[src/rtl/uart_prog_loader_pkg.sv]
// Shared constants and state encodings for the UART program loader.
// Header/target byte codes, RX and loader state enums, baud divider helper.
package uart_prog_loader_pkg;

  localparam logic [7:0] HDR_BYTE  = 8'hA5;
  localparam logic [7:0] TGT_INSTR = 8'h00;
  localparam logic [7:0] TGT_DATA  = 8'h01;

  typedef enum logic [1:0] {
    R_IDLE,
    R_START,
    R_DATA,
    R_STOP
  } rx_state_t;

  typedef enum logic [3:0] {
    L_IDLE,
    L_HDR,
    L_TGT,
    L_CNT_LO,
    L_CNT_HI,
    L_WORD,
    L_WRITE,
    L_DONE,
    L_ERROR
  } ld_state_t;

  // Clocks per 16x oversampling tick; never below one.
  function automatic int calc_div(input int clk_freq, input int baud);
    int d;
    d = clk_freq / (baud * 16);
    return (d < 1) ? 1 : d;
  endfunction

endpackage

[src/rtl/uart_prog_loader_rx.sv]
// 8N1 UART receiver with 16x oversampling: 2-flop synchronizer, tick generator,
// start-bit glitch rejection, one-cycle byte_valid / frame_err pulses.
module uart_prog_loader_rx
  import uart_prog_loader_pkg::*;
#(
  parameter int CLK_FREQ = 23000000,
  parameter int BAUD     = 128000
) (
  input  logic       clock,
  input  logic       rst_n,
  input  logic       rx,
  output logic [7:0] rx_byte,
  output logic       byte_valid,
  output logic       frame_err
);

  localparam int DIV   = calc_div(CLK_FREQ, BAUD);
  localparam int DIV_W = (DIV > 1) ? $clog2(DIV) : 1;
  localparam logic [DIV_W-1:0] DIV_LAST = DIV_W'(DIV - 1);

  logic             rx_p0, rx_p1, rx_p2;
  logic [DIV_W-1:0] tick_cnt;
  logic             tick;
  rx_state_t        state, state_nxt;
  logic [3:0]       sub_cnt, sub_cnt_nxt;
  logic [2:0]       bit_cnt, bit_cnt_nxt;
  logic [7:0]       shift, shift_nxt;
  logic             vld_nxt, ferr_nxt;

  assign tick    = (tick_cnt == DIV_LAST);
  assign rx_byte = shift;

  // Synchronizer stages preset high so reset never looks like a start bit.
  always_ff @(posedge clock or negedge rst_n) begin
    if (!rst_n) begin
      rx_p0      <= 1'b1;
      rx_p1      <= 1'b1;
      rx_p2      <= 1'b1;
      tick_cnt   <= '0;
      state      <= R_IDLE;
      sub_cnt    <= '0;
      bit_cnt    <= '0;
      shift      <= '0;
      byte_valid <= 1'b0;
      frame_err  <= 1'b0;
    end else begin
      rx_p0      <= rx;
      rx_p1      <= rx_p0;
      rx_p2      <= rx_p1;
      tick_cnt   <= tick ? '0 : tick_cnt + 1'b1;
      state      <= state_nxt;
      sub_cnt    <= sub_cnt_nxt;
      bit_cnt    <= bit_cnt_nxt;
      shift      <= shift_nxt;
      byte_valid <= vld_nxt;
      frame_err  <= ferr_nxt;
    end
  end

  always_comb begin
    state_nxt   = state;
    sub_cnt_nxt = sub_cnt;
    bit_cnt_nxt = bit_cnt;
    shift_nxt   = shift;
    vld_nxt     = 1'b0;
    ferr_nxt    = 1'b0;
    case (state)
      R_IDLE: begin
        sub_cnt_nxt = '0;
        bit_cnt_nxt = '0;
        if (rx_p2 && !rx_p1) state_nxt = R_START;
      end
      R_START: if (tick) begin
        sub_cnt_nxt = sub_cnt + 4'd1;
        if (sub_cnt == 4'd7) begin
          sub_cnt_nxt = '0;
          state_nxt   = rx_p1 ? R_IDLE : R_DATA;
        end
      end
      R_DATA: if (tick) begin
        sub_cnt_nxt = sub_cnt + 4'd1;
        if (sub_cnt == 4'd15) begin
          shift_nxt   = {rx_p1, shift[7:1]};
          bit_cnt_nxt = bit_cnt + 3'd1;
          if (bit_cnt == 3'd7) state_nxt = R_STOP;
        end
      end
      R_STOP: if (tick) begin
        sub_cnt_nxt = sub_cnt + 4'd1;
        if (sub_cnt == 4'd15) begin
          vld_nxt   = rx_p1;
          ferr_nxt  = !rx_p1;
          state_nxt = R_IDLE;
        end
      end
      default: state_nxt = R_IDLE;
    endcase
  end

endmodule

[src/rtl/uart_prog_loader.sv]
// UART program loader: parses A5 / target / count / words frames and writes
// 32-bit words to instruction or data memory while holding the CPU in reset.
module uart_prog_loader
  import uart_prog_loader_pkg::*;
#(
  parameter int CLK_FREQ   = 23000000,
  parameter int BAUD       = 128000,
  parameter int ADDR_WIDTH = 14
) (
  input  logic                  clock,
  input  logic                  rst_n,
  input  logic                  rx,
  input  logic                  start_load,
  output logic                  load_active,
  output logic                  mem_we,
  output logic                  mem_sel,
  output logic [ADDR_WIDTH-1:0] mem_addr,
  output logic [31:0]           mem_wdata,
  output logic                  done,
  output logic                  error
);

  logic [7:0]  rx_byte;
  logic        byte_valid, frame_err;

  ld_state_t             state, state_nxt;
  logic                  sel_nxt;
  logic [ADDR_WIDTH-1:0] addr_nxt;
  logic [31:0]           wdata_nxt;
  logic [1:0]            byte_idx, byte_idx_nxt;
  logic [15:0]           word_cnt, word_cnt_nxt;
  logic [15:0]           word_total, word_total_nxt;
  logic [7:0]            cnt_lo, cnt_lo_nxt;
  logic [15:0]           n_rx;

  uart_prog_loader_rx #(
    .CLK_FREQ (CLK_FREQ),
    .BAUD     (BAUD)
  ) u_rx (
    .clock      (clock),
    .rst_n      (rst_n),
    .rx         (rx),
    .rx_byte    (rx_byte),
    .byte_valid (byte_valid),
    .frame_err  (frame_err)
  );

  assign n_rx        = {rx_byte, cnt_lo};
  assign mem_we      = (state == L_WRITE);
  assign done        = (state == L_DONE);
  assign error       = (state == L_ERROR);
  assign load_active = state inside {L_HDR, L_TGT, L_CNT_LO, L_CNT_HI, L_WORD, L_WRITE};

  always_ff @(posedge clock or negedge rst_n) begin
    if (!rst_n) begin
      state      <= L_IDLE;
      mem_sel    <= 1'b0;
      mem_addr   <= '0;
      mem_wdata  <= '0;
      byte_idx   <= '0;
      word_cnt   <= '0;
      word_total <= '0;
      cnt_lo     <= '0;
    end else begin
      state      <= state_nxt;
      mem_sel    <= sel_nxt;
      mem_addr   <= addr_nxt;
      mem_wdata  <= wdata_nxt;
      byte_idx   <= byte_idx_nxt;
      word_cnt   <= word_cnt_nxt;
      word_total <= word_total_nxt;
      cnt_lo     <= cnt_lo_nxt;
    end
  end

  always_comb begin
    state_nxt      = state;
    sel_nxt        = mem_sel;
    addr_nxt       = mem_addr;
    wdata_nxt      = mem_wdata;
    byte_idx_nxt   = byte_idx;
    word_cnt_nxt   = word_cnt;
    word_total_nxt = word_total;
    cnt_lo_nxt     = cnt_lo;
    // A new start wins over any byte or framing event in the same cycle.
    if (start_load) begin
      state_nxt    = L_HDR;
      addr_nxt     = '0;
      wdata_nxt    = '0;
      byte_idx_nxt = '0;
      word_cnt_nxt = '0;
    end else if (frame_err && (state inside {L_HDR, L_TGT, L_CNT_LO, L_CNT_HI, L_WORD})) begin
      state_nxt = L_ERROR;
    end else begin
      case (state)
        L_HDR: if (byte_valid && rx_byte == HDR_BYTE) state_nxt = L_TGT;
        L_TGT: if (byte_valid) begin
          if (rx_byte == TGT_INSTR || rx_byte == TGT_DATA) begin
            sel_nxt   = rx_byte[0];
            state_nxt = L_CNT_LO;
          end else begin
            state_nxt = L_ERROR;
          end
        end
        L_CNT_LO: if (byte_valid) begin
          cnt_lo_nxt = rx_byte;
          state_nxt  = L_CNT_HI;
        end
        L_CNT_HI: if (byte_valid) begin
          word_total_nxt = n_rx;
          if (n_rx == 16'd0)                                  state_nxt = L_DONE;
          else if (32'(n_rx) > (32'd1 << ADDR_WIDTH))        state_nxt = L_ERROR;
          else                                                state_nxt = L_WORD;
        end
        L_WORD: if (byte_valid) begin
          wdata_nxt[{byte_idx, 3'b000} +: 8] = rx_byte;
          byte_idx_nxt = byte_idx + 2'd1;
          if (byte_idx == 2'd3) state_nxt = L_WRITE;
        end
        // Address advances after the strobe cycle; it wraps at 2^ADDR_WIDTH.
        L_WRITE: begin
          addr_nxt     = mem_addr + ADDR_WIDTH'(1);
          word_cnt_nxt = word_cnt + 16'd1;
          state_nxt    = (word_cnt + 16'd1 == word_total) ? L_DONE : L_WORD;
        end
        default: state_nxt = state;
      endcase
    end
  end

endmodule

[config.mk]
export PLATFORM = sky130hd
export DESIGN_NAME = uart_prog_loader
export DESIGN_NICKNAME = d
export VERILOG_FILES = /design/src/rtl/uart_prog_loader_pkg.sv /design/src/rtl/uart_prog_loader_rx.sv /design/src/rtl/uart_prog_loader.sv
export SDC_FILE = /design/constraint.sdc
export NUM_CORES = 1
export LEC_CHECK = 0
export CORE_ASPECT_RATIO = 1.5
export CORE_UTILIZATION = 52
export DETAILED_ROUTE_END_ITERATION = 6
export PLACE_DENSITY = 0.76
export SLEW_MARGIN = 20
export SYNTH_ARGS = -nofsm -noshare
export SYNTH_HDL_FRONTEND = slang
export SYNTH_HIERARCHICAL = 1
export SYNTH_SLANG_ARGS = --single-unit
[constraint.sdc]
create_clock -name clock -period 1.85 [get_ports clock]
set_input_delay 0.555 -clock clock [delete_from_list [all_inputs] [get_ports clock]]
set_output_delay 0.555 -clock clock [all_outputs]
set_load 0.03 [all_outputs]
==> results.ini, run 1 <==
[sta]
setup_viol=81
timing.hold.ws_ns=0.0182
fin_crit_sh_pct=122
min_period_ns=2.26
fin_skew_ns=0.0150
slew_headroom_pct=74.8
finalHoldViolCount=0
fin_ws_ns=-0.415
timing.fmax_mhz=442
rsz0062_at_grt=yes
drv_slew=0
setup-tns-final_ns=-18.29
tightest_slew_ns=0.373

[clock_network]
cts_tree=yes
hold_buffers=0
numCtsBuffers=17
cts.path.max_buffers=2
worstSkewPairLatency_ns=0.44
clock_sinks=119
clkSlewWorstSetupHoldPaths_ns=0.06
htree_levels=4
cts_root_buffer=clkbuf_16

[synthesis]
synthCells=566
synth_top_area_cell=dfrtp_1
synth_area_leaders=dfrtp_1 (48%), mux2_2 (6.3%), a22o_1 (3.5%)
synth_xor_area_share_pct=6.51
synth_edf_count=0
yosys.area_share.simple_pct=19.2
ys_seq_area_share_pct=49.3
ys_ff_latch=119
synth.area.mux_share_pct=6.66
synth_top_family_by_area=simple AND/OR/NAND/NOR gates
synth.top_cell.area_share_pct=48.0
synth_fp_nets=579
avgSynthCellArea_um2=10.7
async_reset_ff_share_pct=100
synth_compound_area_share_pct=12.5
synthFlopType=dfrtp_1
yosys_warnings=6
synth_area_mm2=0.00605
synth_adder_area_share_pct=1.86
synth.distinct_cells=73

[global_routing]
overflow=0
grt_pass1_wl_um=30300
antenna_found_initial=0
grt_max_degree=46
grt_pass1_vias=5774
grtUsageTotal_pct=32.7

[layout]
layout-drive-gt1-share_pct=42.3
nNetsFinal=766
areaGrowthSynthToFinish_pct=50.4
fin_cells=913
diodes=0
final_common_cell=dfrtp_1
final_cell_mix=dfrtp_1 (113), buf_4 (104), nand2_1 (43)

[die]
die_h_um=134
design.core.area_mm2=0.0112
boundaryPins=55
fp.dieW_um=90.1
core.rowCount=47
initial_core_util_pct=54.2
dieArea_mm2=0.0121

[setup_path]
cp-end-kind=flip-flop
path_buf_inv=1
critical_path.max_fanout=5
slowest_delay_ns=0.54
critical_path_arrival_ns=2.61
start_kind=flip-flop
cp_slowest_cell=or4_4
critical_path_class=flip-flop to flip-flop
cp.required_ns=2.20
path_cells=ha_2 > nand4_1 > buf_6 > a211oi_1 > nand2b_1 > o21ai_1 > or4_4 > o21ai_4
path_delay_family=simple AND/OR/NAND/NOR gates

[run_status]
violations=design-rule violations, negative setup slack
outcome=complete, but fails checks

[routing]
routed_wl_um=22200
final_antenna_net_count=0
route.vias.total=5767
drc_errors=24
dr.pass1.iters=7
drt-initial-drc-count=546
vias_per_cell=6.32
wire_per_inst_um=24.3

[power]
ir_worst_vdd_v=0.000817
p_total_mw=8.14
power.leakage_nw=4.36
powerDensity_mw_per_mm2=894

[placed_design]
io_buffers=54
dp_hpwl_um=11100
dp.cells=837
gp_congestion=0.924

[job]
cap_violations=0

[hold_path]
hold_class=primary input to asynchronous set/reset pin

[final timing paths]
path	from	end	slack, ns	depth (start not counted)
worst max-delay path	word_cnt[1]	state[1]	-0.41	8
worst min-delay path	rst_n	word_cnt[8]	0.02	1
worst max register to register	word_cnt[1]	state[1]	-0.41	8
worst min register to register	u_rx/rx_p0	u_rx/rx_p1	0.37	0
max in group asynchronous	rst_n	state[1]	1.23	2
min in group clock	u_rx/rx_p0	u_rx/rx_p1	0.37	0
[state kept, by name (all words and copies together) (netlist names), named ones only]
| signal | cells |
|---|---|
| u_rx/rx_p2 | 1 |
| mem_wdata | 32 |
| u_rx/rx_byte | 8 |
| u_rx/byte_valid | 1 |
| byte_idx | 2 |
| word_cnt | 16 |
| mem_sel | 1 |
| state | 4 |
| u_rx/bit_cnt | 3 |
| u_rx/state | 1 |
| word_total | 16 |
| u_rx/sub_cnt | 4 |
| u_rx/rx_p0 | 1 |
| u_rx/tick_cnt | 4 |
| u_rx/frame_err | 1 |
| mem_addr | 14 |
| u_rx/rx_p1 | 1 |
| cnt_lo | 8 |
[metrics by stage]
step | cell area (um^2) | utilization (%) | worst slack [ns]
after CTS | 8550 | 76.5 | -0.266
final | 9100 | 81.5 | -0.415
after floorplan | 6130 | - | -0.122
after global placement | 7420 | 66.4 | -0.390
after global routing | 9100 | 81.5 | -0.499
after detailed placement | 7420 | 66.4 | -0.420
[power by group]
group / internal [mW] / leakage [nW] / switching (mW)
registers: 2.68 / 1.62 / 0.125
clock network: 2.44 / 0.317 / 1.31
logic: 0.751 / 2.41 / 0.837
[kinds of logic after synthesis]
kind of cell / Yosys count
simple gates: 209
xor+xnor: 45
flops: 119
mux: 36
buf+inv: 39
fa+ha+maj: 9
compound gates: 109
[layer usage]
metal | track usage [%] | share of wire (%) | vias to the layer above
met1 | 35.3 | 36 | 2919
met2 | 56.8 | 52 | 327
met4 | 23.1 | 6.8 | 0
met5 | 0 | 0 | -
li1 | - | - | 2402
met3 | 7.14 | 6.0 | 119
[cell usage after synthesis, types with 5 or more instances]
cell type	n
mux2_2	34
ha_1	9
xor2_1	21
nor2_1	41
nand3_1	22
nor3_1	13
nand4_1	9
nand2_1	51
a21oi_1	26
inv_1	8
or4_1	5
clkbuf_1	15
a22o_1	24
o211ai_1	6
nand2b_1	14
and3_1	7
clkbuf_8	6
o21ai_0	27
dfrtp_1	116
or3_1	7
xnor2_1	24
[worst register-to-register path, stage by stage (launching register included)]
cell and delay (ns):
dfrtp_1 0.46, ha_2 0.28, nand4_1 0.13, buf_6 0.17, a211oi_1 0.21, nand2b_1 0.15, o21ai_1 0.08, or4_4 0.54
o21ai_4 0.18
[what timing repair did]
action,in CTS,in global routing
gates resized for setup,114,121
gates cloned,4,0
setup endpoints to repair,129,92
pin swaps,18,49
buffers inserted,20,26
[layout make-up]
| class | count | area [um^2] |
|---|---|---|
| Multi-Input combinational cell | 409 | 3460 |
| Timing Repair Buffer | 197 | 1770 |
| Inverter | 9 | 41.3 |
| Fill cell | 541 | 2070 |
| Tap cell | 147 | 184 |
| Sequential cell | 119 | 2990 |
| Clock inverter | 14 | 223 |
| Clock buffer | 18 | 439 |
Power figures use the tool's default switching activity.
==> inputs of run 2 (changes only) <==
CORE_UTILIZATION = 58   (was 52)
PLACE_DENSITY = 0.8   (was 0.76)
clock period = 2.2 ns   (was 1.85 ns; I/O delays follow)
==> run 2 against run 1 <==
The flow now finishes without violations. Cell count down 11%. Combinational power down 45%. Clock power down 27%. First-iteration DRC count decreased by 52%. Sequential cell count is the same. Routed wire length shrank 28%. Register-to-register slack better by 0.43 ns.
==> results.ini, run 2 (synthesis gave the netlist of run 1 again) <==
[layout]
final_common_cell=dfrtp_1
fillerInstances=588  ; +8.7%
diodes=0  ; unchanged
largest-register=mem_wdata
final_cell_mix=dfrtp_1 (111), buf_4 (70), nand2_1 (50)
regArea_mm2=0.00299  ; about the same
fin_util_pct=78.0  ; -3.5 points
layout-drive-gt1-share_pct=28.6  ; -14 points
largest_reg_flops=32  ; unchanged
areaGrowthSynthToFinish_pct=30.5
multi_input_area_mm2=0.00295  ; -15%
nNetsFinal=697  ; -9.0%
reg_top3=mem_wdata x32, word_cnt x16, word_total x16
stdcell_area_mm2=0.00790  ; -13%

[clock_network]
clock_sinks=119  ; unchanged
htree_levels=4  ; unchanged
cts.path.max_buffers=2  ; unchanged
hold_buffers=0  ; unchanged
clkSlewWorstSetupHoldPaths_ns=0.06  ; about the same
cts_root_buffer=clkbuf_16
cts_tree=yes
numCtsBuffers=17  ; unchanged
worstSkewPairLatency_ns=0.42  ; -0.02 ns

[routing]
wire_per_inst_um=19.6  ; -20%
dr.pass1.iters=5  ; -2
route.vias.total=4999  ; -13%
drc_errors=0  ; -100%
routed_wl_um=15900  ; -28%
vias_per_cell=6.14  ; -2.8%
drt-initial-drc-count=262  ; -52%
final_antenna_net_count=0  ; unchanged

[setup_path]
rr_worst_depth=7  ; -1
cp.required_ns=1.54  ; -0.66 ns
cp-end-kind=primary output
reg2reg_slack_ns=0.02  ; +0.43 ns
r2r_end=state[1]
critical_path_class=flip-flop to primary output
critical_path.max_fanout=6  ; +1
timing.rr.start=state[1]
start_kind=flip-flop
critical_path_arrival_ns=1.53  ; -1.08 ns

[power]
power.leakage_nw=3.59  ; -18%
powerDensity_mw_per_mm2=755  ; -16%
p_total_mw=5.97  ; -27%
ir_worst_vdd_v=0.000706  ; -14%

[placed_design]
io_buffers=54  ; unchanged
placed_cell_area_mm2=0.00704  ; -5.1%
gp_congestion=0.872  ; -5.6%
dp_hpwl_um=10000  ; -9.7%

[sta]
fin_skew_ns=0.00835  ; -0.00664 ns
setup_viol=0  ; -100%
finalHoldViolCount=0  ; unchanged
drv_slew=0  ; unchanged
tightest_slew_ns=0.513  ; +0.140 ns
setup-tns-final_ns=0  ; +18.29 ns
slew_headroom_pct=65.8  ; -9.0 points
fin_crit_sh_pct=99.5
timing.fmax_mhz=457
rsz0062_at_grt=yes
min_period_ns=2.19

[global_routing]
overflow=0  ; unchanged
antenna_found_initial=0  ; unchanged
grt_max_degree=37  ; -20%
grt_pass1_wl_um=25100  ; -17%
grtUsageTotal_pct=29.7  ; -3.0 points
grt_pass1_vias=5154  ; -11%

[die]
fp.dieW_um=85.4  ; -5.2%
die_h_um=127  ; -5.2%
core.rowCount=45  ; -4.3%
dieArea_mm2=0.0109  ; -10%
design.core.area_mm2=0.0101  ; -9.3%
initial_core_util_pct=59.7  ; +5.6 points
boundaryPins=55  ; unchanged

[job]
cap_violations=0  ; unchanged

[hold_path]
hold_class=primary input to asynchronous set/reset pin

[run_status]
outcome=complete, no violations

==> run 2: critical path, stage by stage, from the launching register on <==
cell and delay (ns):
dfrtp_2 0.41, buf_6 0.14, nand2_2 0.10, nor3b_2 0.26, buf_4 0.20
==> run 2: repair_timing <==
action                                  4_1_cts  5_1_grt
cloned                                        0        0
pin swaps                                     2        9
buffers inserted                              3        9
endpoints found under the setup margin       32       29
resized for setup                            15       30
==> run 2: power by group <==
group / leakage (nW) / internal, mW / switching (mW) / total [mW]
combinational: 1.69 / 0.393 / 0.489 / 0.881
sequential: 1.62 / 2.25 / 0.0836 / 2.34
clock: 0.280 / 1.75 / 1.00 / 2.75
==> run 2: layout make-up <==
class	instances	area share [%]
Tap cell	117	1.85
Clock buffer	20	5.91
Sequential cell	119	37.8
Multi-Input combinational cell	408	37.3
Inverter	9	0.459
Timing Repair Buffer	129	15.0
Clock inverter	12	1.60
==> run 2: how the worst max path moves through the flow <==
stage                   endpoint  cells past startpoint    startpoint  slack (ns)
detailed placement  mem_wdata[2]                      7    start_load       -0.18
global placement    mem_addr[12]                      7    start_load       -0.14
CTS                 mem_addr[10]                      1  mem_addr[10]       0.002
floorplan                   done                      3      state[0]       0.008
global route            state[1]                      7      state[1]       -0.05
finish                      done                      4      state[1]        0.01
==> run 2: per-stage QoR <==
step	hold WS [ns]	setup WS, ns	instances
floorplan	0.345	0.00843	566
global placement	0.346	-0.137	770
detailed placement	0.350	-0.184	770
CTS	0.222	0.00196	805
global route	0.242	-0.0510	814
finish	0.211	0.0116	814
==> run 2: per-layer routing <==
metal / vias up / global-route usage (%) / wire [um]
li1: 2275 / - / -
met1: 2489 / 35.3 / 6100
met5: - / 0 / 0
met3: 56 / 5.04 / 727
met2: 179 / 51.9 / 8500
met4: 0 / 14.7 / 598
==> inputs of run 3 (changes only) <==
--- a/config.mk
+++ b/config.mk
@@ -10,2 +10,3 @@
 export DETAILED_ROUTE_END_ITERATION = 6
+export GPL_ROUTABILITY_DRIVEN = 0
 export PLACE_DENSITY = 0.8
--- a/constraint.sdc
+++ b/constraint.sdc
@@ -3,2 +3,2 @@
 set_output_delay 0.66 -clock clock [all_outputs]
-set_load 0.03 [all_outputs]
+set_load 0.02 [all_outputs]
==> run 3 against run 2 <==
The run now ends with negative setup slack left. Maximum frequency shrank 4.1%. Non-clock buffer count shrank 5. Sequential cell count is the same. Critical path depth grew 3. Critical path type is now flip-flop to flip-flop. Largest cell class unchanged. Largest power group unchanged. Highest routed layer unchanged.
==> results.ini, run 3 (synthesis gave the netlist of run 1 again) <==
[run_status]
outcome=complete, but fails checks
violations=negative setup slack

[setup_path]
critical_path_class=flip-flop to flip-flop
cp-end-kind=flip-flop
critical_path_arrival_ns=2.62  ; +1.09 ns
reg2reg_slack_ns=-0.08  ; -0.10 ns
critical_path.max_fanout=9  ; +3
cp.required_ns=2.53  ; +0.99 ns
cp_slowest_cell=or4_1
path_cells=buf_4 > nand2b_1 > o21bai_1 > a311oi_2 > o211ai_1 > or4_1 > o21ai_2
slowest_delay_ns=0.57  ; +0.16 ns
start_kind=flip-flop

[placed_design]
dp.cells=769  ; -0.13%
io_buffers=54  ; unchanged
dp_worst_setup_slack_ns=-0.212  ; -0.0286 ns
placed_cell_area_mm2=0.00703  ; -0.14%
dp_hpwl_um=10300  ; +2.4%

[sta]
timing.hold.ws_ns=0.176  ; -0.0347 ns
timing.fmax_mhz=438  ; -4.1%
rsz0062_at_grt=yes
setup_viol=1  ; +1
slew_headroom_pct=68.0  ; +2.2 points
tightest_slew_ns=0.476  ; -0.0368 ns
drv_slew=0  ; unchanged
fin_skew_ns=0.00675  ; -0.00160 ns
fin_crit_sh_pct=104  ; +4.3 points
fin_ws_ns=-0.0831  ; -0.0947 ns
finalHoldViolCount=0  ; unchanged
min_period_ns=2.28  ; +0.0947 ns

[layout]
layout-drive-gt1-share_pct=26.4  ; -2.1 points
diodes=0  ; unchanged
largest_reg_flops=32  ; unchanged
areaGrowthSynthToFinish_pct=27.0
largest-register=mem_wdata
nNetsFinal=692  ; -0.72%
final_common_cell=dfrtp_1
final_cell_mix=dfrtp_1 (110), buf_4 (69), nand2_1 (50)
reg_top3=mem_wdata x32, word_cnt x16, word_total x16
fin_cells=809  ; -0.61%
fillerInstances=621  ; +5.6%
stdcell_area_mm2=0.00769  ; -2.7%
fin_util_pct=75.9  ; -2.1 points

[clock_network]
htree_levels=4  ; unchanged
cts_root_buffer=clkbuf_16
worstSkewPairLatency_ns=0.41  ; about the same
cts.path.max_buffers=2  ; unchanged
clkSlewWorstSetupHoldPaths_ns=0.06  ; about the same
clock_sinks=119  ; unchanged
cts_tree=yes
numCtsBuffers=17  ; unchanged

[routing]
routed_wl_um=15800  ; -1.1%
final_antenna_net_count=0  ; unchanged
drc_errors=0  ; unchanged
dr.pass1.iters=5  ; unchanged
vias_per_cell=6.24  ; +1.6%
drt-initial-drc-count=412  ; +57%
wire_per_inst_um=19.5  ; -0.48%
route.vias.total=5048  ; +0.98%

[hold_path]
hold_class=primary input to asynchronous set/reset pin

[power]
powerDensity_mw_per_mm2=746  ; -1.2%
power.leakage_nw=3.41  ; -5.2%
ir_worst_vdd_v=0.000645  ; -8.8%

[die]
initial_core_util_pct=59.7  ; unchanged
fp.dieW_um=85.4  ; unchanged
core.rowCount=45  ; unchanged
boundaryPins=55  ; unchanged
dieArea_mm2=0.0109  ; unchanged
die_h_um=127  ; unchanged
design.core.area_mm2=0.0101  ; unchanged

[global_routing]
antenna_found_initial=0  ; unchanged
grtUsageTotal_pct=29.7  ; -0.064 points
grt_pass1_wl_um=24900  ; -0.83%
grt_max_degree=41  ; +11%
overflow=0  ; unchanged
grt_pass1_vias=5157  ; +0.058%

[job]
cap_violations=0  ; unchanged

[run 3: worst paths after layout]
| check | from | to | cells past startpoint |
|---|---|---|---|
| max | state[1] | state[1] | 7 |
| max in group asynchronous | rst_n | u_rx/rx_p0 | 2 |
| max reg2reg | state[1] | state[1] | 7 |
| min | rst_n | mem_addr[2] | 1 |
| min reg2reg | u_rx/rx_p0 | u_rx/rx_p1 | 0 |
| min in group clock | u_rx/rx_p0 | u_rx/rx_p1 | 0 |
[run 3: what timing repair did]
| action | CTS | global route |
|---|---|---|
| pin swaps | 3 | 3 |
| endpoints found under the setup margin | 23 | 25 |
| buffers inserted | 2 | 6 |
| resized for setup | 25 | 12 |
| hold buffers | 0 | 0 |
[run 3: layout make-up]
| type | count | area (um^2) | area share [%] |
|---|---|---|---|
| clock buffer | 17 | 425 | 5.53 |
| clock inverter | 15 | 120 | 1.56 |
| inverter | 9 | 33.8 | 0.439 |
| multi-input combinational | 408 | 2880 | 37.5 |
| sequential | 119 | 2990 | 38.9 |
| tap | 117 | 146 | 1.90 |
| timing repair buffer | 124 | 1090 | 14.2 |
[run 3: worst max-delay path, delay by kind of cell (launching register included)]
kind,cells,cell delay [ns]
AOI/OAI and AO/OA,4,0.90
and+or+nand+nor,2,0.65
DFF,1,0.44
buffers and inverters,1,0.20
[run 3: power breakdown]
group          internal, mW  switching, mW  leakage (nW)
Combinational         0.386          0.452          1.54
Sequential             2.25         0.0950          1.62
Clock                  1.46           1.09         0.250
Total                  4.10           1.64          3.41
[run 3: metal layers]
metal  vias to the layer above  GRT usage (%)  routed length (um)
li1                       2264              -                   -
met4                         0           14.9                 571
met3                        58           5.68                 764
met5                         -              0                   0
met1                      2526           32.5                5850
met2                       200           54.1                8570
[run 3: through the flow]
stage / setup TNS, ns / power (mW)
after floorplan: 0 / 2.78
after global placement: -2.70 / 3.04
after detailed placement: -4.25 / 3.08
after CTS: -0.0309 / 5.69
after global routing: -2.30 / 5.95
final: -0.0831 / 5.74
